## config.mk

```make
export PLATFORM = sky130hd
export DESIGN_NAME = wb_arbiter
export DESIGN_NICKNAME = d
export VERILOG_FILES = /design/src/rtl/wb_arbiter.sv
export SDC_FILE = /design/constraint.sdc
export NUM_CORES = 1
export LEC_CHECK = 0
export CORE_MARGIN = 2
export CORE_UTILIZATION = 55
export DETAILED_ROUTE_END_ITERATION = 12
export PLACE_DENSITY = 0.9
export SLEW_MARGIN = 40
export SYNTH_ARGS = -nofsm -noshare
export SYNTH_HDL_FRONTEND = slang
export SYNTH_SLANG_ARGS = --single-unit
```

## constraint.sdc

```tcl
create_clock -name clk -period 6 [get_ports clk]
set_clock_uncertainty 0.15 [all_clocks]
set_input_delay 1.8 -clock clk [delete_from_list [all_inputs] [get_ports clk]]
set_output_delay 1.8 -clock clk [all_outputs]
set_load 0.05 [all_outputs]
```

## src/rtl/wb_arbiter.sv

```systemverilog
// wb_arbiter: multi-source writeback stage.
// Completed results from NUM_SRC producers are queued in per-source FIFOs. Each cycle one
// non-empty FIFO is picked round-robin. Its head is lane-extracted and driven onto a
// registered regfile write port. Retired writes (rd != 0) are counted.
// Ports:
//   clk, rst (async, active-low), flush (sync discard of all queued results)
//   src_valid/src_ready             per-source handshake
//   src_rd/src_data/src_fmt/src_mask  per-source entry fields, packed per source
//   wb_we/wb_rd/wb_data             registered regfile write port
//   wb_count                        count of wb_we pulses since reset (wraps)
module wb_arbiter #(
    parameter int unsigned NUM_SRC = 3,
    parameter int unsigned XLEN    = 32,
    parameter int unsigned DEPTH   = 2
) (
    input  logic                          clk,
    input  logic                          rst,
    input  logic                          flush,
    input  logic [NUM_SRC-1:0]            src_valid,
    output logic [NUM_SRC-1:0]            src_ready,
    input  logic [NUM_SRC*5-1:0]          src_rd,
    input  logic [NUM_SRC*XLEN-1:0]       src_data,
    input  logic [NUM_SRC*3-1:0]          src_fmt,
    input  logic [NUM_SRC*(XLEN/8)-1:0]   src_mask,
    output logic                          wb_we,
    output logic [4:0]                    wb_rd,
    output logic [XLEN-1:0]               wb_data,
    output logic [31:0]                   wb_count
);
    localparam int unsigned NB = XLEN / 8;
    localparam int unsigned PW = $clog2(DEPTH);
    localparam int unsigned SW = $clog2(NUM_SRC);

    logic [4:0]      rd_mem   [NUM_SRC][DEPTH];
    logic [XLEN-1:0] data_mem [NUM_SRC][DEPTH];
    logic [2:0]      fmt_mem  [NUM_SRC][DEPTH];
    logic [NB-1:0]   mask_mem [NUM_SRC][DEPTH];

    logic [PW-1:0] wr_ptr_q [NUM_SRC];
    logic [PW-1:0] rd_ptr_q [NUM_SRC];
    logic [PW:0]   occ_q    [NUM_SRC];

    logic [NUM_SRC-1:0] push, pop, nonempty;
    logic               grant_valid;
    logic [SW-1:0]      grant_idx;
    logic [SW-1:0]      rr_ptr_q, rr_ptr_d;

    logic [4:0]      head_rd;
    logic [XLEN-1:0] head_data;
    logic [2:0]      head_fmt;
    logic [NB-1:0]   head_mask;

    logic            wb_we_q, wb_we_d;
    logic [4:0]      wb_rd_q, wb_rd_d;
    logic [XLEN-1:0] wb_data_q, wb_data_d;
    logic [31:0]     wb_count_q, wb_count_d;

    // Lane extraction. Masks that do not select a single byte or an aligned halfword fall
    // through as raw data.
    function automatic logic [XLEN-1:0] extract(input logic [XLEN-1:0] d,
                                                input logic [2:0]      fmt,
                                                input logic [NB-1:0]   m);
        logic [XLEN-1:0] r;
        logic [7:0]      b;
        logic [15:0]     h;
        r = d;
        case (fmt)
            3'd1, 3'd2: begin
                for (int l = 0; l < int'(NB); l++) begin
                    if (m == (NB'(1) << l)) begin
                        b = d[8*l +: 8];
                        r = {{(XLEN-8){(fmt == 3'd1) && b[7]}}, b};
                    end
                end
            end
            3'd3, 3'd4: begin
                for (int j = 0; j < int'(NB / 2); j++) begin
                    if (m == (NB'(3) << (2 * j))) begin
                        h = d[16*j +: 16];
                        r = {{(XLEN-16){(fmt == 3'd3) && h[15]}}, h};
                    end
                end
            end
            3'd5:    r = {{(XLEN-1){1'b0}}, d[0]};
            default: r = d;
        endcase
        return r;
    endfunction

    // Ready looks only at registered occupancy, so a full FIFO refuses even while popped.
    always_comb begin
        for (int i = 0; i < int'(NUM_SRC); i++) begin
            src_ready[i] = rst && (occ_q[i] != (PW+1)'(DEPTH));
            nonempty[i]  = (occ_q[i] != '0);
            push[i]      = src_valid[i] && src_ready[i] && !flush;
            pop[i]       = grant_valid && (grant_idx == SW'(i));
        end
    end

    // First non-empty source at or after the RR pointer, wrapping modulo NUM_SRC.
    always_comb begin
        logic [SW:0] idx;
        grant_valid = 1'b0;
        grant_idx   = rr_ptr_q;
        idx         = '0;
        for (int k = 0; k < int'(NUM_SRC); k++) begin
            idx = {1'b0, rr_ptr_q} + (SW+1)'(k);
            if (idx >= (SW+1)'(NUM_SRC)) idx = idx - (SW+1)'(NUM_SRC);
            if (!grant_valid && nonempty[idx[SW-1:0]] && !flush) begin
                grant_valid = 1'b1;
                grant_idx   = idx[SW-1:0];
            end
        end
    end

    always_comb begin
        head_rd   = rd_mem[grant_idx][rd_ptr_q[grant_idx]];
        head_data = data_mem[grant_idx][rd_ptr_q[grant_idx]];
        head_fmt  = fmt_mem[grant_idx][rd_ptr_q[grant_idx]];
        head_mask = mask_mem[grant_idx][rd_ptr_q[grant_idx]];
    end

    always_ff @(posedge clk) begin
        for (int i = 0; i < int'(NUM_SRC); i++) begin
            if (push[i]) begin
                rd_mem[i][wr_ptr_q[i]]   <= src_rd[i*5 +: 5];
                data_mem[i][wr_ptr_q[i]] <= src_data[i*XLEN +: XLEN];
                fmt_mem[i][wr_ptr_q[i]]  <= src_fmt[i*3 +: 3];
                mask_mem[i][wr_ptr_q[i]] <= src_mask[i*NB +: NB];
            end
        end
    end

    always_ff @(posedge clk or negedge rst) begin
        if (!rst) begin
            for (int i = 0; i < int'(NUM_SRC); i++) begin
                wr_ptr_q[i] <= '0;
                rd_ptr_q[i] <= '0;
                occ_q[i]    <= '0;
            end
        end else if (flush) begin
            for (int i = 0; i < int'(NUM_SRC); i++) begin
                wr_ptr_q[i] <= '0;
                rd_ptr_q[i] <= '0;
                occ_q[i]    <= '0;
            end
        end else begin
            for (int i = 0; i < int'(NUM_SRC); i++) begin
                if (push[i]) wr_ptr_q[i] <= wr_ptr_q[i] + 1'b1;
                if (pop[i])  rd_ptr_q[i] <= rd_ptr_q[i] + 1'b1;
                if (push[i] && !pop[i])      occ_q[i] <= occ_q[i] + 1'b1;
                else if (!push[i] && pop[i]) occ_q[i] <= occ_q[i] - 1'b1;
            end
        end
    end

    always_comb begin
        rr_ptr_d   = rr_ptr_q;
        wb_we_d    = 1'b0;
        wb_rd_d    = wb_rd_q;
        wb_data_d  = wb_data_q;
        wb_count_d = wb_count_q;
        if (grant_valid) begin
            rr_ptr_d  = (grant_idx == SW'(NUM_SRC - 1)) ? '0 : grant_idx + 1'b1;
            wb_we_d   = (head_rd != 5'd0);
            wb_rd_d   = head_rd;
            wb_data_d = extract(head_data, head_fmt, head_mask);
            if (wb_we_d) wb_count_d = wb_count_q + 32'd1;
        end
    end

    always_ff @(posedge clk or negedge rst) begin
        if (!rst) begin
            rr_ptr_q   <= '0;
            wb_we_q    <= 1'b0;
            wb_rd_q    <= '0;
            wb_data_q  <= '0;
            wb_count_q <= '0;
        end else begin
            rr_ptr_q   <= rr_ptr_d;
            wb_we_q    <= wb_we_d;
            wb_rd_q    <= wb_rd_d;
            wb_data_q  <= wb_data_d;
            wb_count_q <= wb_count_d;
        end
    end

`ifndef SYNTHESIS
    always_ff @(posedge clk) begin
        if (rst && grant_valid && (head_fmt > 3'd5)) begin
            $error("wb_arbiter: reserved fmt %0d on source %0d", head_fmt, grant_idx);
        end
    end
`endif

    assign wb_we    = wb_we_q;
    assign wb_rd    = wb_rd_q;
    assign wb_data  = wb_data_q;
    assign wb_count = wb_count_q;

endmodule
```

After elaboration in Yosys (flattened, before gate mapping)
Memory sizes are Yosys's and may differ from the RTL's.
Index checks and enable logic that the tools add are counted.

word-level totals
  register bits after elaboration = 84
  bits in writable memories = 264
  input bits = 138
  output and inout bits = 73
  word-level logic and storage cells = 223
  memories kept = 4

memories
  memory    depth  bits a word  rd ports  clocked after Yosys merged registers in  write ports  line  RTL
  data_mem  3      64           1         0                                        3            35    logic [XLEN-1:0] data_mem [NUM_SRC][DEPTH];
  rd_mem    3      10           1         0                                        3            34    logic [4:0] rd_mem [NUM_SRC][DEPTH];
  mask_mem  3      8            1         0                                        3            37    logic [NB-1:0] mask_mem [NUM_SRC][DEPTH];
  fmt_mem   3      6            1         0                                        3            36    logic [2:0] fmt_mem [NUM_SRC][DEPTH];

operators by class
  add/sub/neg operators = 19
  magnitude comparators = 14
  eq/ne operators = 16
  multiplexer cells = 93
  bitwise operators = 5
  reductions and logical operators = 58

operators by type and width
  operator                 count
  $mux W32                 12
  $mux W64                 3
  $demux W32 S1            3
  $pmux W32 S3             1
  $add A32 B1 Y32 const B  1
  $logic_and A1 B1 Y1      32
  $mux W10                 3
  $mux W5                  6
  $mux W2                  13
  $mux W3                  8
  $mux W4                  6
  $mux W6                  4
  $mux W8                  3
  $mux W1                  18
  $reduce_bool A2 Y1       9
  $demux W5 S1             3
  $demux W4 S1             3
  $ge A2 B2 Y1 const B     5
  $demux W3 S1             3
  $logic_not A1 Y1         9
  $lt A2 B3 Y1 const B     3
  $reduce_bool A3 Y1       3
  $add A2 B1 Y2 const B    4
  $bmux W1 S2              4
  other kinds (24)         46

Longest topological paths before layout
Gate-level depths: netlist of the first run.

  depth after elaboration = 29
  mapped depth = 18
  gate-level depth less buffers = 13

Worst setup path before layout of the first run
OpenSTA, ideal clock, no wires.

  path kind = input to register
  from = in rst
  to = mem data_mem[0][0] (netlist bit), enable pin
  library setup time = 0.509 ns
  data arrival time = 6.696 ns
  data required time = 5.341 ns
  path slack = -1.355 ns
  stages on the path = 3
  path buffers = 0
  cells stage by stage = a21boi_0 nand2_1 nor3b_1

RTL lines
  item                line  RTL
  start: declaration  17    input logic rst,
  end: declaration    35

Worst setup path in the final report of the first run
  from = in flush
  to = reg wb_data_q[23] (netlist: wb_data[23])

between the ends
  word-level cells in the longest chain between the ends = 26
  elaborated cells between the ends (all ways) = 57
  classes of those cells = eq/ne (11); mux (25); bitwise (2); reduce/logical (16); memory (3)

RTL lines
  item                                         line           RTL
  start: declaration                           18             input logic flush,
  $logic_not A1 Y1 (*)                         109            if (!grant_valid && nonempty[idx[SW-1:0]] && !flush) begin
  $logic_and A1 B1 Y1                          109
  $mux W1                                      109
  $logic_not A1 Y1                             109
  $logic_and A1 B1 Y1 (2 in series)            109
  $mux W1                                      109
  $logic_not A1 Y1                             109
  $logic_and A1 B1 Y1 (2 in series)            109
  [2 not listed]                               -
  $bmux W1 S2                                  118, 119, 120
  $mux W1 (not written as such) (2 in series)  118, 119, 120
  $not A1 Y2 (not written as such)             118, 119, 120
  $mux W3 (not written as such) (3 in series)  119            head_fmt = fmt_mem[grant_idx][rd_ptr_q[grant_idx]];
  $eq A3 B1 Y1                                 -
  $logic_and A1 B1 Y1                          72             r = {{(XLEN-8){(fmt == 3'd1) && b[7]}}, b};
  $mux W32 (4 in series)                       70             if (m == (NB'(1) << l)) begin
  $pmux W32 S3                                 67             case (fmt)
  end signal: assignment                       183            wb_data_q <= wb_data_d;
  end: declaration                             55             logic [XLEN-1:0] wb_data_q, wb_data_d;

Every way passes the cells marked *; elsewhere a longest branch is shown, timed or not. The select of a mux whose other input is x is not followed.
A chain may end at the register's enable or synchronous reset.

==> results.cfg, run 1 <==
[global_route]
grt_max_degree = 71
grt_overflow = 0
grt_pass1_vias = 13300
antenna_found_initial = 0
grt.total_usage = 0.318
grt_pass1_wl_mm = 75.7

[worst_setup_path]
reg2reg_depth = 14
timing.rr.end = wb_data[23]
worstSetupEndpointType = register
cp-startpoint = flush
crit_family = compound AO/OA/AOI/OAI gates
crit_arrival_ns = 6.12
crit_buf_inv = 4
crit_slowest_cell = a32o_1
path_max_fanout = 16
crit_path_frequent_cell = buf_4
critPathKind = in2reg
path_cells = clkdlybuf4s50_1, nor2_1, buf_4, a21oi_4, o221a_2, o31ai_4, buf_4, nand4_2, o2111ai_2, buf_4, o211a_1, a32o_1, o21ai_0, a31oi_1
max_stage_delay_ns = 0.66
endpoint = wb_data[23]
start_kind = primary input
worst_ep_required_time_ns = 6.29
reg2reg_from = rr_ptr_q[0]
r2r_setup_slack_ns = 0.82
path_depth = 14

[timing]
tightest_slew_ns = 0.818
fin_crit_sh = 0.971
fmax_mhz = 172
tns_ns = 0
rsz0062_at_grt = no
layout_min_cycle_time_ns = 5.83
final_max_slew_viol_count = 0
slew_headroom = 0.454
setup_viol = 0
hold_violations = 0

[clocking]
root_buffer = clkbuf_16
cts_buffer_depth = 3
cts_buffers = 36
clock_latency_ns = 0.53
clk_pin_slew_ns = 0.06
cts_tree = done
h-tree-depth = 2
clock-sinks = 348
holdBufCountCts = 0

[floorplan]
die-width_um = 176
die_area_um2 = 31100
num_io_pins = 211
num_rows = 63
die_h_um = 176
initial_core_util = 0.555
fp.coreArea_um2 = 29400

[synth]
synth_area_leader_cell = edfxtp_1
synthArstFlopShare = 0.241
ys.warnings.count = 0
syn_area_per_cell_um2 = 12.4
synth_ff_type = edfxtp_1
synth_seq_cells = 348
synth_top_cell_area_share = 0.485
ys_seq_area_frac = 0.614
synthTopCellsByArea = edfxtp_1 49%, dfrtp_1 13%, nand3_1 2.5%, mux2i_1 2.4%, nand2_1 2.1%
synth.distinct_cells = 99
synth_edf_count = 264
synth_nets = 1458
synth_area_um2 = 16300
synthCells = 1317

[route]
vias = 13300
drc = 0
wl_mm = 49.8
wl_per_cell_um = 24.2
ant_nets = 0
vias_per_cell = 6.48
drt_iter0_markers = 1545
drt_first_pass_iters = 6

[placement]
dp_hpwl_mm = 34.5
gp_congestion = 0.939
place.port_buffers = 210

[layout]
seqCellArea_um2 = 10000
multi_input_area_um2 = 5970
num-fill-cells = 1904
post-route-util = 0.718
area_growth_pct = 29.3
fin_nets = 1780
diodes = 0
drive_above_1_share = 0.176

[worst_hold_path]
hold_depth = 1
hp-class = reg2reg

[run_status]
status = completed

[job]
maxCapViolations = 0
==> stage by stage <==
| stage | worst slack, ns | std cells | hold slack [ns] | area, um2 |
|---|---|---|---|---|
| after detailed placement | -0.470 | 1988 | 0.323 | 19900 |
| after floorplan | 0.127 | 1317 | 0.363 | 16400 |
| after global routing | 0.0328 | 2057 | 0.351 | 21100 |
| after CTS | 0.0457 | 2054 | 0.332 | 21100 |
| after global placement | -0.329 | 1988 | 0.312 | 19900 |
| final | 0.174 | 2057 | 0.327 | 21100 |
==> area by class of cell <==
| cell class | count | area share |
|---|---|---|
| sequential | 348 | 0.475 |
| multi-input combinational | 877 | 0.283 |
| timing repair buffer | 363 | 0.159 |
| clock buffer | 45 | 0.0461 |
| tap | 390 | 0.0231 |
| clock inverter | 21 | 0.0120 |
| inverter | 13 | 0.00231 |
==> worst reg2reg max path, delay by kind of cell, from the launching register on <==
kind,cells,cell delay (ns)
AO/OA/AOI/OAI,8,2.79
adder cells (fa/ha/maj),1,0.56
buffers and inverters,3,0.55
flip-flops,1,0.45
AND/OR/NAND/NOR,2,0.61
==> routing by layer <==
layer,vias to the layer above,GRT usage,part of all wire
li1,5815,-,-
met1,6512,0.423,0.39
met2,860,0.517,0.47
met3,144,0.0592,0.098
met4,0,0.133,0.041
met5,-,0,0
==> registers in the layout (all words and copies together), names as in the netlist <==
register / cells
wb_data: 32
mask_mem: 24
rd_mem: 30
rd_ptr_q: 3
wb_rd: 5
rr_ptr_q: 2
wb_count: 32
wb_we: 1
fmt_mem: 18
occ_q: 6
wr_ptr_q: 3
data_mem: 192
==> worst min-delay path by stage <==
stage / from / end / slack [ns]
6_report: wb_count[31] / wb_count[31] / 0.33
3_5_place_dp: wb_data[15] / wb_data[15] / 0.32
5_1_grt: wb_count[31] / wb_count[31] / 0.35
4_1_cts: wb_count[31] / wb_count[31] / 0.33
3_3_place_gp: wb_count[31] / wb_count[31] / 0.31
2_1_floorplan: occ_q[1] / occ_q[1] / 0.36
==> cell families (layout without fill, tap and decap cells) <==
family	after synthesis	in the layout	synth area share
buffers and inverters	92	442	0.0255
xor gates and xnor gates	46	46	0.0247
AOI/OAI and AO/OA	380	380	0.175
adders and majority gates	3	3	0.00230
DFF	348	348	0.614
and+or+nand+nor	385	385	0.116
muxes	63	63	0.0418
==> Yosys cell counts (all sizes together) (5+ instances only) <==
master	count
or2	6
edfxtp	264
o21a	8
mux2	22
a2111oi	5
xor2	7
o22ai	22
nor3	34
nor2	91
and4	10
xnor2	39
o21bai	8
and3	15
nand3	83
a32oi	16
buf	41
a21oi	56
nor4	7
mux2i	40
or3	5
o211ai	9
a22oi	8
clkbuf	38
nand4	12
a311oi	7
and2	9
a21o	8
inv	13
a221oi	21
a211oi	31
dfrtp	84
nand2	95
a31oi	29
o2111ai	12
nor3b	6
o21ai	82
==> cells in the final DEF (no fill, tap or decap), types with 28 or more instances in the layout <==
cell type,count
nand2_1,93
mux2i_1,39
edfxtp_1,264
a31oi_1,28
dfrtp_1,84
clkdlybuf4s50_1,206
xnor2_1,39
nor2_1,87
o21ai_0,63
a21oi_1,54
clkbuf_16,36
nor3_1,28
nand3_1,83
buf_4,147
==> timing repair <==
action                     4_1_cts  5_1_grt
buffers inserted                 0        2
setup endpoints to repair        0        2
resized for setup                0        1
hold endpoints to repair         0        0
Power of run 1 is not shown: default switching activity piles up to over one toggle a cycle in this logic, so the estimate is an artifact.
==> run 2: changes to the inputs <==
- CORE_UTILIZATION: 55 -> 40
- PLACE_DENSITY: 0.9 -> 0.72
==> results.cfg, run 2 (synthesized netlist as in run 1, its figures left out) <==
[worst_setup_path]
start_kind = primary input
path_cells = clkdlybuf4s50_1, buf_4, nor2_1, buf_4, a21o_1, a2111oi_4, a31oi_4, nor4_4, buf_4, mux2_2, mux2_2, o211ai_1, buf_4, o21bai_1, a221oi_1, a211oi_1
critPathKind = in2reg
crit_path_frequent_cell = buf_4
path_max_fanout = 23
reg2reg_from = rr_ptr_q[0]
worstSetupEndpointType = register
r2r_setup_slack_ns = 1.01
crit_arrival_ns = 5.96
worst_ep_required_time_ns = 6.32
cp-startpoint = flush
crit_slowest_cell = nor4_4
max_stage_delay_ns = 0.62

[route]
drc = 0
wl_per_cell_um = 22.4
wl_mm = 50.2
vias_per_cell = 5.79
drt_first_pass_iters = 5
drt_iter0_markers = 1605
ant_nets = 0
vias = 13000

[timing]
fin_crit_sh = 0.940
tightest_slew_ns = 0.822
layout_min_cycle_time_ns = 5.64
slew_headroom = 0.451
rsz0062_at_grt = no
tns_ns = 0
setup_viol = 0
hold_violations = 0
fmax_mhz = 177
whs_ns = 0.337
final_max_slew_viol_count = 0

[clocking]
cts_buffers = 39
root_buffer = clkbuf_16
cts_buffer_depth = 3
h-tree-depth = 2
cts_resized = 0
clock-sinks = 348
holdBufCountCts = 0
clock_latency_ns = 0.58
clk_pin_slew_ns = 0.06
cts_tree = done
cts_setup_buffers = 0

[layout]
fin_nets = 1821
num-fill-cells = 3447
drive_above_1_share = 0.196
diodes = 0
area_growth_pct = 32.6
largest_register_ffs = 192
multi_input_area_um2 = 5980
layout_common_cells = 264 x edfxtp_1, 206 x clkdlybuf4s50_1, 184 x buf_4
seqCellArea_um2 = 10000
final_common_cell = edfxtp_1

[placement]
dp_hpwl_mm = 35.7
place.port_buffers = 210
gp_congestion = 0.914

[global_route]
grt_overflow = 0
grt_pass1_vias = 12800
antenna_found_initial = 0
grt_pass1_wl_mm = 75.5
grt.total_usage = 0.235
grt_max_degree = 46

[floorplan]
num_io_pins = 211
fp.coreArea_um2 = 40600
num_rows = 74
die-width_um = 206
die_area_um2 = 42500
die_h_um = 206
initial_core_util = 0.403

[worst_hold_path]
min_from = wb_rd[3]
hp-class = reg2reg

[job]
maxCapViolations = 0

[run_status]
status = completed
-- run 2: cell count changes in the layout (fill, tap and decap cells not counted), sizes merged --
cell      before  now
bufinv         5    2
inv           15   16
buf          157  195
clkbuf        45   50
clkinv        13   16
clkinvlp       1    0
-- run 2: metal layers --
layer	vias up	routed length, um	track usage
met5	-	0	0
met4	0	1710	0.0913
met3	105	4030	0.0451
met2	601	23500	0.375
met1	6363	21000	0.317
li1	5903	-	-
-- run 2: stage by stage --
stage | instance area, um2 | worst slack, ns | std cells | util
after floorplan | 16400 | 0.127 | 1317 | -
after global placement | 20400 | -0.0850 | 2171 | 0.503
after detailed placement | 20400 | -0.179 | 2171 | 0.503
after CTS | 21700 | 0.417 | 2242 | 0.534
after global routing | 21700 | 0.0899 | 2242 | 0.534
final | 21700 | 0.358 | 2242 | 0.534
-- run 2: worst paths after layout --
| check | endpoint | cells after the start |
|---|---|---|
| max | wb_data[13] | 16 |
| min in group asynchronous | wr_ptr_q[1] | 1 |
| min | wb_rd[3] | 2 |
| min reg2reg | wb_rd[3] | 2 |
| max in group asynchronous | wb_rd[3] | 2 |
| max reg2reg | wb_data[13] | 15 |
-- run 2: area by class of cell --
class / instances / area share
Sequential cell: 348 / 0.463
Multi-Input combinational cell: 877 / 0.276
Timing Repair Buffer: 401 / 0.169
Clock buffer: 50 / 0.0498
Tap cell: 532 / 0.0307
Clock inverter: 21 / 0.00890
Inverter: 13 / 0.00225
-- run 2: critical path: cells and delay by family --
kind | cells | cell delay, ns
buffers and inverters | 5 | 1.34
AND/OR/NAND/NOR | 2 | 0.67
multiplexers | 2 | 0.67
AO/OA/AOI/OAI | 7 | 1.47
Power of run 2 is left out for the same reason.
